File: src/rtl/adder_arbiter.sv
// Two-requester round-robin front end for a shared external adder with LAT-cycle latency.
// Define ADDER_ARBITER_STATS_EN to build the saturating per-requester grant counters.
module adder_arbiter #(
    parameter int N   = 32,
    parameter int LAT = 1
) (
    input  logic         clk,
    input  logic         rst,
    input  logic         req0_valid,
    input  logic         req1_valid,
    input  logic [N-1:0] req0_a,
    input  logic [N-1:0] req0_b,
    input  logic [N-1:0] req1_a,
    input  logic [N-1:0] req1_b,
    output logic         req0_ready,
    output logic         req1_ready,
    output logic [N-1:0] add_a,
    output logic [N-1:0] add_b,
    input  logic [N:0]   add_sum,
    output logic         resp_valid,
    output logic         resp_id,
    output logic [N:0]   resp_sum,
    input  logic         resp_ready,
    output logic [15:0]  grant_cnt0,
    output logic [15:0]  grant_cnt1
);

    typedef enum logic [1:0] {IDLE, WAIT, RESP} state_t;

    state_t     state;
    logic [2:0] wait_cnt;
    logic       last_grant;
    logic       grant0;
    logic       grant1;
    logic       accept;

    // On a tie the requester that did not win last time gets the adder.
    always_comb begin
        grant0     = req0_valid && (!req1_valid || last_grant);
        grant1     = req1_valid && (!req0_valid || !last_grant);
        req0_ready = (state == IDLE) && !rst && grant0;
        req1_ready = (state == IDLE) && !rst && grant1;
        accept     = req0_ready || req1_ready;
    end

    always_ff @(posedge clk) begin
        if (rst) begin
            state      <= IDLE;
            wait_cnt   <= 3'd0;
            last_grant <= 1'b1;
            add_a      <= '0;
            add_b      <= '0;
            resp_valid <= 1'b0;
            resp_id    <= 1'b0;
            resp_sum   <= '0;
        end else begin
            case (state)
                IDLE: begin
                    if (accept) begin
                        add_a      <= req1_ready ? req1_a : req0_a;
                        add_b      <= req1_ready ? req1_b : req0_b;
                        resp_id    <= req1_ready;
                        last_grant <= req1_ready;
                        wait_cnt   <= 3'(LAT);
                        state      <= WAIT;
                    end
                end
                WAIT: begin
                    // The adder output is settled on the edge where the count has run out.
                    if (wait_cnt == 3'd0) begin
                        resp_sum   <= add_sum;
                        resp_valid <= 1'b1;
                        state      <= RESP;
                    end else begin
                        wait_cnt <= wait_cnt - 3'd1;
                    end
                end
                RESP: begin
                    if (resp_ready) begin
                        resp_valid <= 1'b0;
                        state      <= IDLE;
                    end
                end
                default: state <= IDLE;
            endcase
        end
    end

`ifdef ADDER_ARBITER_STATS_EN
    always_ff @(posedge clk) begin
        if (rst) begin
            grant_cnt0 <= 16'd0;
            grant_cnt1 <= 16'd0;
        end else begin
            if (req0_ready && grant_cnt0 != 16'hFFFF) grant_cnt0 <= grant_cnt0 + 16'd1;
            if (req1_ready && grant_cnt1 != 16'hFFFF) grant_cnt1 <= grant_cnt1 + 16'd1;
        end
    end
`else
    assign grant_cnt0 = 16'd0;
    assign grant_cnt1 = 16'd0;
`endif

endmodule

File: config.mk
export PLATFORM = sky130hd
export DESIGN_NAME = adder_arbiter
export DESIGN_NICKNAME = d
export VERILOG_FILES = /design/src/rtl/adder_arbiter.sv
export SDC_FILE = /design/constraint.sdc
export NUM_CORES = 1
export LEC_CHECK = 0
export CAP_MARGIN = 15
export CORE_UTILIZATION = 38
export CTS_CLUSTER_SIZE = 8
export DETAILED_ROUTE_END_ITERATION = 12
export PLACE_DENSITY = 0.82
export SYNTH_ARGS = -nofsm -noshare
export SYNTH_HDL_FRONTEND = slang
export SYNTH_SLANG_ARGS = --single-unit
File: constraint.sdc
create_clock -name clk -period 2.6 [get_ports clk]
set_input_delay 0.39 -clock clk [delete_from_list [all_inputs] [get_ports clk]]
set_output_delay 0.39 -clock clk [all_outputs]
set_load 0.01 [all_outputs]
## Word-level counts from Yosys, hierarchy flattened

Cells that the tools add are included.

| cells by class | value |
|---|---|
| $add $sub $neg | 1 |
| equality and inequality tests | 6 |
| muxes and demuxes | 12 |
| reductions and logical operators | 21 |

Operators by type and width:

| operator | count |
|---|---|
| 2-to-1 mux 32 bit | 2 |
| AND reduction 3 bit | 3 |
| inequality test 2 bit (second input constant) | 4 |
| 2-to-1 mux 2 bit | 3 |
| 2-to-1 mux 3 bit | 2 |
| one-hot mux 2 bit (3 select lines) | 1 |
| one-hot mux 3 bit (2 select lines) | 1 |
| logical AND 1 bit | 5 |
| logical NOT 1 bit | 4 |
| AND reduction 2 bit | 2 |
| nonzero test 2 bit | 2 |
| logical NOT 3 bit | 1 |
| logical OR 1 bit | 3 |
| subtractor 3 x 1 -> 3 bit (second input constant) | 1 |
| == test 2 x 1 -> 1 bit (second input constant) | 1 |
| == test 2 bit (second input constant) | 1 |
| logical NOT 2 bit | 1 |
| 2-to-1 mux 1 bit | 2 |
| one-hot mux 1 bit (2 select lines) | 1 |

| word-level totals | value |
|---|---|
| register bits after elaboration | 105 |
| output and inout port bits | 133 |
| logic and storage cells | 48 |

## Logic depth before layout (Yosys ltp)

| logic depth | value |
|---|---|
| depth after elaboration | 7 |
| mapped depth | 7 |
| depth with buffers taken out | 5 |

## Worst setup path after synthesis

OpenSTA, ideal clock, no wires.

| path | value |
|---|---|
| path kind | register to output |
| start | register state[1] |
| end | output port req0_ready |
| data arrival time | 1.120 ns |
| data required time | 2.210 ns |
| setup slack | 1.090 ns |
| stages on the path, launching flop included | 6 |
| path buffers | 3 |
| cell sequence | dfxtp_1 > buf_2 > nor3_4 > buf_6 > buf_6 > and3_1 |

| between the ends | value |
|---|---|
| cells in the longest elaborated chain, start to end | 3 |

RTL lines:

| element | RTL line | RTL |
|---|---|---|
| start, declared | 30 | `state_t state;` |
| start signal, assigned | 48 | `state <= IDLE;` |
| start signal, assigned | 65 | `state <= WAIT;` |
| start signal, assigned | 73 | `state <= RESP;` |
| logical NOT 2 bit | 41 | `req0_ready = (state == IDLE) && !rst && grant0;` |
| logical AND 1 bit (2 in a row) | 41 |  |
| end, declared | 15 | `output logic req0_ready,` |

Every way passes these cells.

## Worst setup path after layout

| path | value |
|---|---|
| start | register state[1] |
| end | output port req1_ready |

| between the ends | value |
|---|---|
| cells in the longest elaborated chain, start to end | 3 |

RTL lines:

| element | RTL line | RTL |
|---|---|---|
| logical NOT 2 bit | 42 | `req1_ready = (state == IDLE) && !rst && grant1;` |
| logical AND 1 bit (2 in a row) | 42 |  |
| end, declared | 16 | `output logic req1_ready,` |

Every way passes these cells.

==> impl_results.md <==
* Residual DRC count at 0
* Final hold vios at 0
* Via density at 4.993
* Clk pin slew, worst setup/hold paths at 70 ps
* Final #Nets at 993
* Post-CTS Hold Buffers at 0
* Adder-cell area share of the yosys netlist at 0.005102
* Post-Synth XOR/XNOR Area at 0
* Routability cong. at 0.7930
* Slowest CP cell: clkdlybuf4s50_1
* Final core utilization at 0.6115
* Maximum vdd drop at 0.0003958 V
* CTS sink count at 105
* Worst Path Max Fanout at 12
* Post-route setup TNS at 0 ps
* Post-synth ARST share at 0
* Ports at 299
* Tmin final at 2371 ps
* Post-synthesis mux area share at 0
* Hpwl dp at 10350 um
* Crit end category: output port
* Placement Rows at 41
* Met2 Wirelength at 7380 um
* Largest family of logic cells by synthesized area: compound AO/OA/AOI/OAI gates
* CTS H-tree lvls at 3
* Crit Path Category: reg -> out
* Post-synth top cells: nand2_1 (195), dfxtp_1 (105), a21oi_1 (101)
* Global-route usage over all layers at 0.2199
* Routed met1 length at 6073 um
* Grt total ovfl at 0
* Crit path largest cell delay at 570 ps
* Setup Fix Bufs, Post-CTS at 0
* TritonRoute pass-1 iters at 4
* Worst Path Required at 2210 ps
* Die Footprint at 13370 sq um
* Post-Syn Area per Cell at 8.257 sq um
* Cells after DPL at 986
* Design area at 7717 sq um
* Layout cells sized above 1 at 0.06747
* Post-Syn Area at 4905 sq um
* Synthesized instance count at 594
* Number of inserted diodes at 0
* Register area at 2102 sq um
* CTS tree: yes
* Non-filler instance count after layout at 1002
* Placement Cell Area at 7435 sq um
* EDFF count, synth at 0
* Crit-path cells: or3_4 > nor2_1 > clkdlybuf4s50_1
* Initial core utilization at 0.3887
* Vias at 5003
* Die H at 115.6 um
* Final worst path period share at 0.9120
* Complex-gate fraction of the synthesized area at 0.2587
* Status: complete, no violations
* Multi-input gate area at 2327 sq um
* Post-synth top area cell: dfxtp_1
* Hold Path Class: in -> reg
* Die Wd at 115.6 um
* Slew Limit Fails at 0
* # fillers at 1091
* Setup Skew at 3.881 ps
* Metal3 WL at 1331 um
* DRT Wirelength at 15080 um
* CTS resizes at 0
* Share of the synthesized area in the top cell type at 0.4286
* Dominant synthesized flop cell: dfxtp_1
* Initial DRC count at 284
* Cts bufs inserted at 9
* Power Density at 593.3 nW/um^2
* Sequential area share after synthesis at 0.4286
* Max Used Layer: met4
* WP data arrival at 1980 ps
* Count leader, synth: nand2_1
* Final ANT Viol Nets at 0
* Synth area leaders: dfxtp_1 (43%), nand2_1 (15%), a21oi_1 (10%), a311oi_1 (7.9%), a311oi_2 (6.1%)
* Worst-Margin Slew at 742.8 ps
* Maximum capacitance violations at 0
* Pleak at 2.811 nW
* Largest net degree at the start of global routing at 65
* Fmax achieved at 421.7 MHz
* Simple-Gate Fraction of Synth Area at 0.1839
* Synth Warn # at 0
* RSZ-0062 raised after global routing: no
* Final setup vio count at 0
* #FFs+latches synth at 105
* First-pass GRT wire length at 23090 um
* Worst setup SP type: flip-flop
* Routed WL per cell at 15.04 um
* I/O Buffers at 266
* CTS Buffer Depth at 2
* Core ar. at 12620 sq um
* Clock latency on the worst-skew pair at 340 ps
* Rel. slew slack at 0.5048
* Clk root buf: clkbuf_16
* Area growth syn-to-layout at 57.35%
* Initial antenna violation count at 0
* Power consumption at 0.004579 W
* Synth cell types at 33
* Number of global-route vias before repair at 4528
## where the power goes
part | internal [W] | leakage [nW] | total, W | switching (W)
Clock | 0.000703 | 0.139 | 0.00131 | 0.000606
Sequential | 0.00179 | 0.863 | 0.00189 | 0.000104
Combinational | 0.000735 | 1.81 | 0.00138 | 0.000642
## sequential cells by signal, indices dropped and copies added (netlist names)
name        flops
last_grant      1
resp_id         1
wait_cnt        3
state           2
resp_sum       33
add_b          32
add_a          32
resp_valid      1
## layout make-up
| cell class | count | share of cell area |
|---|---|---|
| Timing Repair Buffer | 278 | 0.3596 |
| Multi-Input combinational cell | 427 | 0.3016 |
| Tap cell | 172 | 0.02789 |
| Sequential cell | 105 | 0.2724 |
| Clock buffer | 12 | 0.03324 |
| Clock inverter | 4 | 0.003405 |
| Inverter | 4 | 0.001946 |
## per-layer routing
layer	up-vias	global-route usage
li1	2470	-
met1	2308	0.2671
met2	205	0.3677
met3	20	0.06328
met4	0	0.08547
met5	-	0
## critical path, delay by kind of cell, from the launching register on
family,cells,cell delay [ps]
flops,1,430
buf+inv,1,570
simple gates,2,640
## placed cells by master, fill, tap and decap left out, types with 3 or more instances in the layout
cell type        count
a21oi_1            101
a311oi_1            44
a311oi_2            20
buf_4               11
clkbuf_16            9
clkdlybuf4s50_1    265
conb_1              32
dfxtp_1            105
inv_1                4
nand2_1            195
nand3b_1             3
nor2_1               7
## kinds of logic (layout without fill, tap and decap cells)
kind of cell | Yosys count | in the layout
fa+ha+maj | 2 | 2
flops | 105 | 105
compound gates | 174 | 174
buf+inv | 93 | 298
other cells | 1 | 32
simple gates | 219 | 219
## path summary, 6_finish.rpt
path / start / to / slack [ps] / depth (start not counted)
setup reg to reg: state[1] / add_a[20] / 800 / 4
hold / removal: rst / add_b[3] / 280 / 2
hold reg to reg: resp_sum[19] / resp_sum[19] / 450 / 2
setup / recovery: state[1] / req1_ready / 230 / 3
## through the flow
stage	hold slack, ps	setup WS (ps)
floorplan	453.0	1090
global placement	441.4	288.8
detailed placement	445.3	289.0
CTS	273.9	243.0
global route	280.7	162.3
finish	284.2	228.9
(Power assumes the default switching activity.)
==> variant 1, RTL diff (config.mk and constraints unchanged) <==
Encoding of `state_t`: now one-hot (3 bits for 3 states).
--- a/src/rtl/adder_arbiter.sv
+++ b/src/rtl/adder_arbiter.sv
@@ -25,7 +25,7 @@
     output logic [15:0]  grant_cnt1
 );
 
-    typedef enum logic [1:0] {IDLE, WAIT, RESP} state_t;
+    typedef enum logic [2:0] {IDLE = 3'b001, WAIT = 3'b010, RESP = 3'b100} state_t;
 
     state_t     state;
     logic [2:0] wait_cnt;
Function: no difference found for any inputs over 10 cycles, from zero or initial values and one cycle with rst high; not proved beyond that.
==> variant 1 against the unedited design <==
The flow now finishes with violations (design-rule violations); non-clock buffer count shrank 3; total power is 10% lower; setup slack worse by 25 ps; final area fell by 3.8%; sequential cell count grew 1; via count down 6.7%; synthesized cell count is 12% lower; first-iteration DRC count is 13% lower; die area shrank 7.0%; routed wire length is 3.8% lower; area after synthesis fell by 7.1%; critical endpoint unchanged.
==> variant 1: results (changes against the unedited design) <==
number of global-route vias before repair: 4545 (was 4528)
drt pass-1 iters: 9 (was 4)
Max FO, Critical Path: 7 (was 12)
Nets: 929 (was 993)
first-pass GRT wire length: 23000 um (was 23100 um)
Synth top cells by count: 106 x dfxtp_1, 72 x nor2_1, 71 x nand2_1 (was 195 x nand2_1, 105 x dfxtp_1, 101 x a21oi_1)
Least-Margin Pin Slew: 727 ps (was 743 ps)
gr usage total: 0.230 (was 0.220)
largest net degree at the start of global routing: 66 (was 65)
Placement Cell Area: 0.00714 mm2 (was 0.00743 mm2)
Leak: 2.60 nW (was 2.81 nW)
First DRT Iteration DRCs: 247 (was 284)
DR vias/cell: 5.13 (was 4.99)
maximum vdd ir drop: 0.292 mV (was 0.396 mV)
Post-Route Skew: 7.92 ps (was 3.88 ps)
Setup Buffers After CTS: 0 (unchanged)
TritonCTS Buffers: 9 (unchanged)
worst slack, placed: 237 ps (was 289 ps)
Synth Instances: 523 (was 594)
routability cong.: 0.832 (was 0.793)
drt drc: 20 (was 0)
status: finished, violations left (was complete, no violations)
Largest regs: resp_sum x33, add_a x32, add_b x32 (unchanged)
cell count after placement: 893 (was 986)
synth unique cells: 33 (unchanged)
crit path DAT: 2010 ps (was 1980 ps)
Worst path slowest cell: clkdlybuf4s50_1 (unchanged)
Synth area leaders: dfxtp_1 47%, o22ai_1 8.8%, a211oi_2 8.2% (was dfxtp_1 43%, nand2_1 15%, a21oi_1 10%)
sequential element share of the synthesized area: 0.466 (was 0.429)
Ys Warns: 0 (unchanged)
routed length per instance: 16.0 um (was 15.0 um)
post-DP HPWL: 10500 um (was 10300 um)
failing checks: design-rule violations
layout cell share with drive strength beyond 1: 0.0770 (was 0.0675)
Routed WL: 14500 um (was 15100 um)
[variant 1: cell families after synthesis]
logic type | count (synthesis) | synth area share
AOI/OAI and AO/OA | 171 | 0.277
adders and majority gates | 2 | 0.00549
buffers and inverters | 83 | 0.105
DFF | 106 | 0.466
muxes | 1 | 0.00220
other | 1 | 0.000823
and+or+nand+nor | 159 | 0.143
[variant 1: worst max-delay path, delay by kind of cell (launching register included)]
kind,cells,cell delay [ps]
flip-flops,1,430
AND/OR/NAND/NOR,2,670
buffers and inverters,1,570
[variant 1: worst paths after layout]
check                                   from           end  cells after the start  slack [ps]
worst max-delay path                state[0]    req1_ready                      3         200
worst min-delay path                     rst       resp_id                      3         420
worst max register to register      state[0]      add_b[6]                      5         620
worst min register to register  resp_sum[31]  resp_sum[31]                      2         450
[variant 1: routing by layer]
metal / wire length [um] / vias up / part of all wire / global-route usage
li1: - / 2274 / - / -
met4: 330 / 0 / 0.023 / 0.0856
met2: 7650 / 177 / 0.53 / 0.428
met1: 5690 / 2190 / 0.39 / 0.262
met5: 0 / - / 0 / 0
met3: 831 / 26 / 0.057 / 0.0386
[variant 1: area by class of cell]
| cell class | count | area [um2] |
|---|---|---|
| Clock buffer | 13 | 260 |
| Clock inverter | 3 | 23.8 |
| Fill cell | 977 | 4140 |
| Inverter | 4 | 15.0 |
| Multi-Input combinational cell | 365 | 2080 |
| Sequential cell | 106 | 2120 |
| Tap cell | 143 | 179 |
| Timing Repair Buffer | 275 | 2740 |
[variant 1: power by group]
group | leakage [nW] | total (mW) | switching, mW | internal (mW)
logic | 1.60 | 1.01 | 0.450 | 0.558
clock network | 0.132 | 1.29 | 0.589 | 0.705
registers | 0.868 | 1.80 | 0.0635 | 1.74
total | 2.60 | 4.11 | 1.10 | 3.00
==> variant 2, RTL diff (same flow settings) <==
Made on the original files. Change the parameter `N` from 32 to 48.
--- a/src/rtl/adder_arbiter.sv
+++ b/src/rtl/adder_arbiter.sv
@@ -1,7 +1,7 @@
 // Two-requester round-robin front end for a shared external adder with LAT-cycle latency.
 // Define ADDER_ARBITER_STATS_EN to build the saturating per-requester grant counters.
 module adder_arbiter #(
-    parameter int N   = 32,
+    parameter int N   = 48,
     parameter int LAT = 1
 ) (
     input  logic         clk,
Interface: changed (8 resized); port bits go from 299 to 427. The function was not compared with the original's and may differ.
==> variant 2 against the unedited design <==
Utilization up 3.6 points; total power up 57%; sequential cell count grew 48; routed wire length increased by 70%; final area increased by 45%; hold slack improved by 28 ps; clock skew is 4.1 ps higher; register-to-register slack worse by 40 ps; area after synthesis is 36% higher; global-route usage up 5.1 points; setup slack improved by 8.2 ps; die area grew 35%; count of clock-buffer cells in the layout up 8; critical path type unchanged.
==> variant 2: results (changes against the unedited design) <==
status: complete, no violations (unchanged)
H-tree depth: 4 (was 3)
fillers: 1475 (was 1091)
initial antenna violation count: 2 (was 0)
Synth top cells by count: 291 x nand2_1, 153 x dfxtp_1, 149 x a21oi_1 (was 195 x nand2_1, 105 x dfxtp_1, 101 x a21oi_1)
Leak: 4.08 nW (was 2.81 nW)
Ys Warns: 0 (unchanged)
Seq/total area: 0.274 (was 0.272)
Int Pwr: 5.04 mW (was 3.23 mW)
Largest regs: resp_sum x49, add_a x48, add_b x48 (was resp_sum x33, add_a x32, add_b x32)
vias post-DR: 7534 (was 5003)
multi-input logic portion of the cell area: 0.278 (was 0.302)
final setup fails: 0 (unchanged)
Worst Setup SP: state[1] (unchanged)
gr usage total: 0.270 (was 0.220)
hold path startpoint: rst (unchanged)
First DRT Iteration DRCs: 443 (was 284)
Post-Route Skew: 7.99 ps (was 3.88 ps)
post-cts resize count: 0 (unchanged)
Non-clock buffer share: 0.369 (was 0.360)
number of sinks on the clock net: 153 (was 105)
sequential element share of the synthesized area: 0.459 (was 0.429)
Worst slew margin: 0.505 (about the same)
maximum vdd ir drop: 0.464 mV (was 0.396 mV)
# clk buffers: 20 (was 12)
TritonCTS Buffers: 17 (was 9)
IO buf count: 394 (was 266)
Nets: 1435 (was 993)
synth unique cells: 31 (was 33)
ant diodes: 2 (was 0)
Non-clock inverters: 4 (unchanged)
bufs w/o clock: 408 (was 278)
multi-input gate count: 603 (was 427)
routability cong.: 0.834 (was 0.793)
worst-skew pair later-pin latency: 420 ps (was 340 ps)
largest net degree at the start of global routing: 152 (was 65)
R2R Path Start: state[1] (unchanged)
routed length per instance: 17.9 um (was 15.0 um)
Synth area leaders: dfxtp_1 46%, nand2_1 16%, a311oi_1 13% (was dfxtp_1 43%, nand2_1 15%, a21oi_1 10%)
layout cell share with drive strength beyond 1: 0.0450 (was 0.0675)
number of global-route vias before repair: 7049 (was 4528)
Clock buf/inv share: 0.0513 (was 0.0366)
first-pass GRT wire length: 37700 um (was 23100 um)
Max FO, Critical Path: 5 (was 12)
post-DP HPWL: 17500 um (was 10300 um)
-- variant 2: worst max-delay path: cells and delay by family (launching register included) --
family	cells	cell delay, ps
and+or+nand+nor	2	670
buffers and inverters	1	570
DFF	1	310
-- variant 2: through the flow --
step	hold slack (ps)	area, um2	worst slack (ps)	cells	power, mW
after CTS	296	11200	224	1425	7.22
final	312	11200	237	1427	7.18
after detailed placement	446	10600	265	1393	4.81
after floorplan	453	6790	957	876	3.73
after global routing	301	11200	151	1426	7.51
after global placement	441	10600	375	1393	4.76
-- variant 2: power groups by stage --
stage / registers, mW / logic [mW] / clock network [mW]
global placement: 2.79 / 1.97 / 0
finish: 2.75 / 2.01 / 2.41
floorplan: 2.90 / 0.833 / 0
CTS: 2.75 / 2.02 / 2.45
detailed placement: 2.80 / 2.01 / 0
global route: 2.78 / 2.16 / 2.56
-- variant 2: layer usage --
metal | vias to the layer above | GRT usage | wire [um]
met5 | - | 0 | 13
met4 | 2 | 0.119 | 897
met3 | 59 | 0.0905 | 2230
met2 | 356 | 0.476 | 12900
met1 | 3550 | 0.295 | 9540
li1 | 3567 | - | -
-- variant 2: cell families (layout without fill, tap and decap cells) --
logic type      count (synthesis)  after routing  synth area share
compound gates                254            254             0.250
fa+ha+maj                       2              2           0.00375
buf+inv                       120            444            0.0986
flops                         153            153             0.459
other cells                     1             34          0.000562
simple gates                  315            315             0.188
-- variant 2: worst paths after layout --
kind | endpoint | slack (ps) | cells after the start
worst max-delay path | req1_ready | 240 | 3
worst min-delay path | last_grant | 310 | 3
worst max register to register | add_b[7] | 760 | 4
worst min register to register | resp_sum[7] | 450 | 2
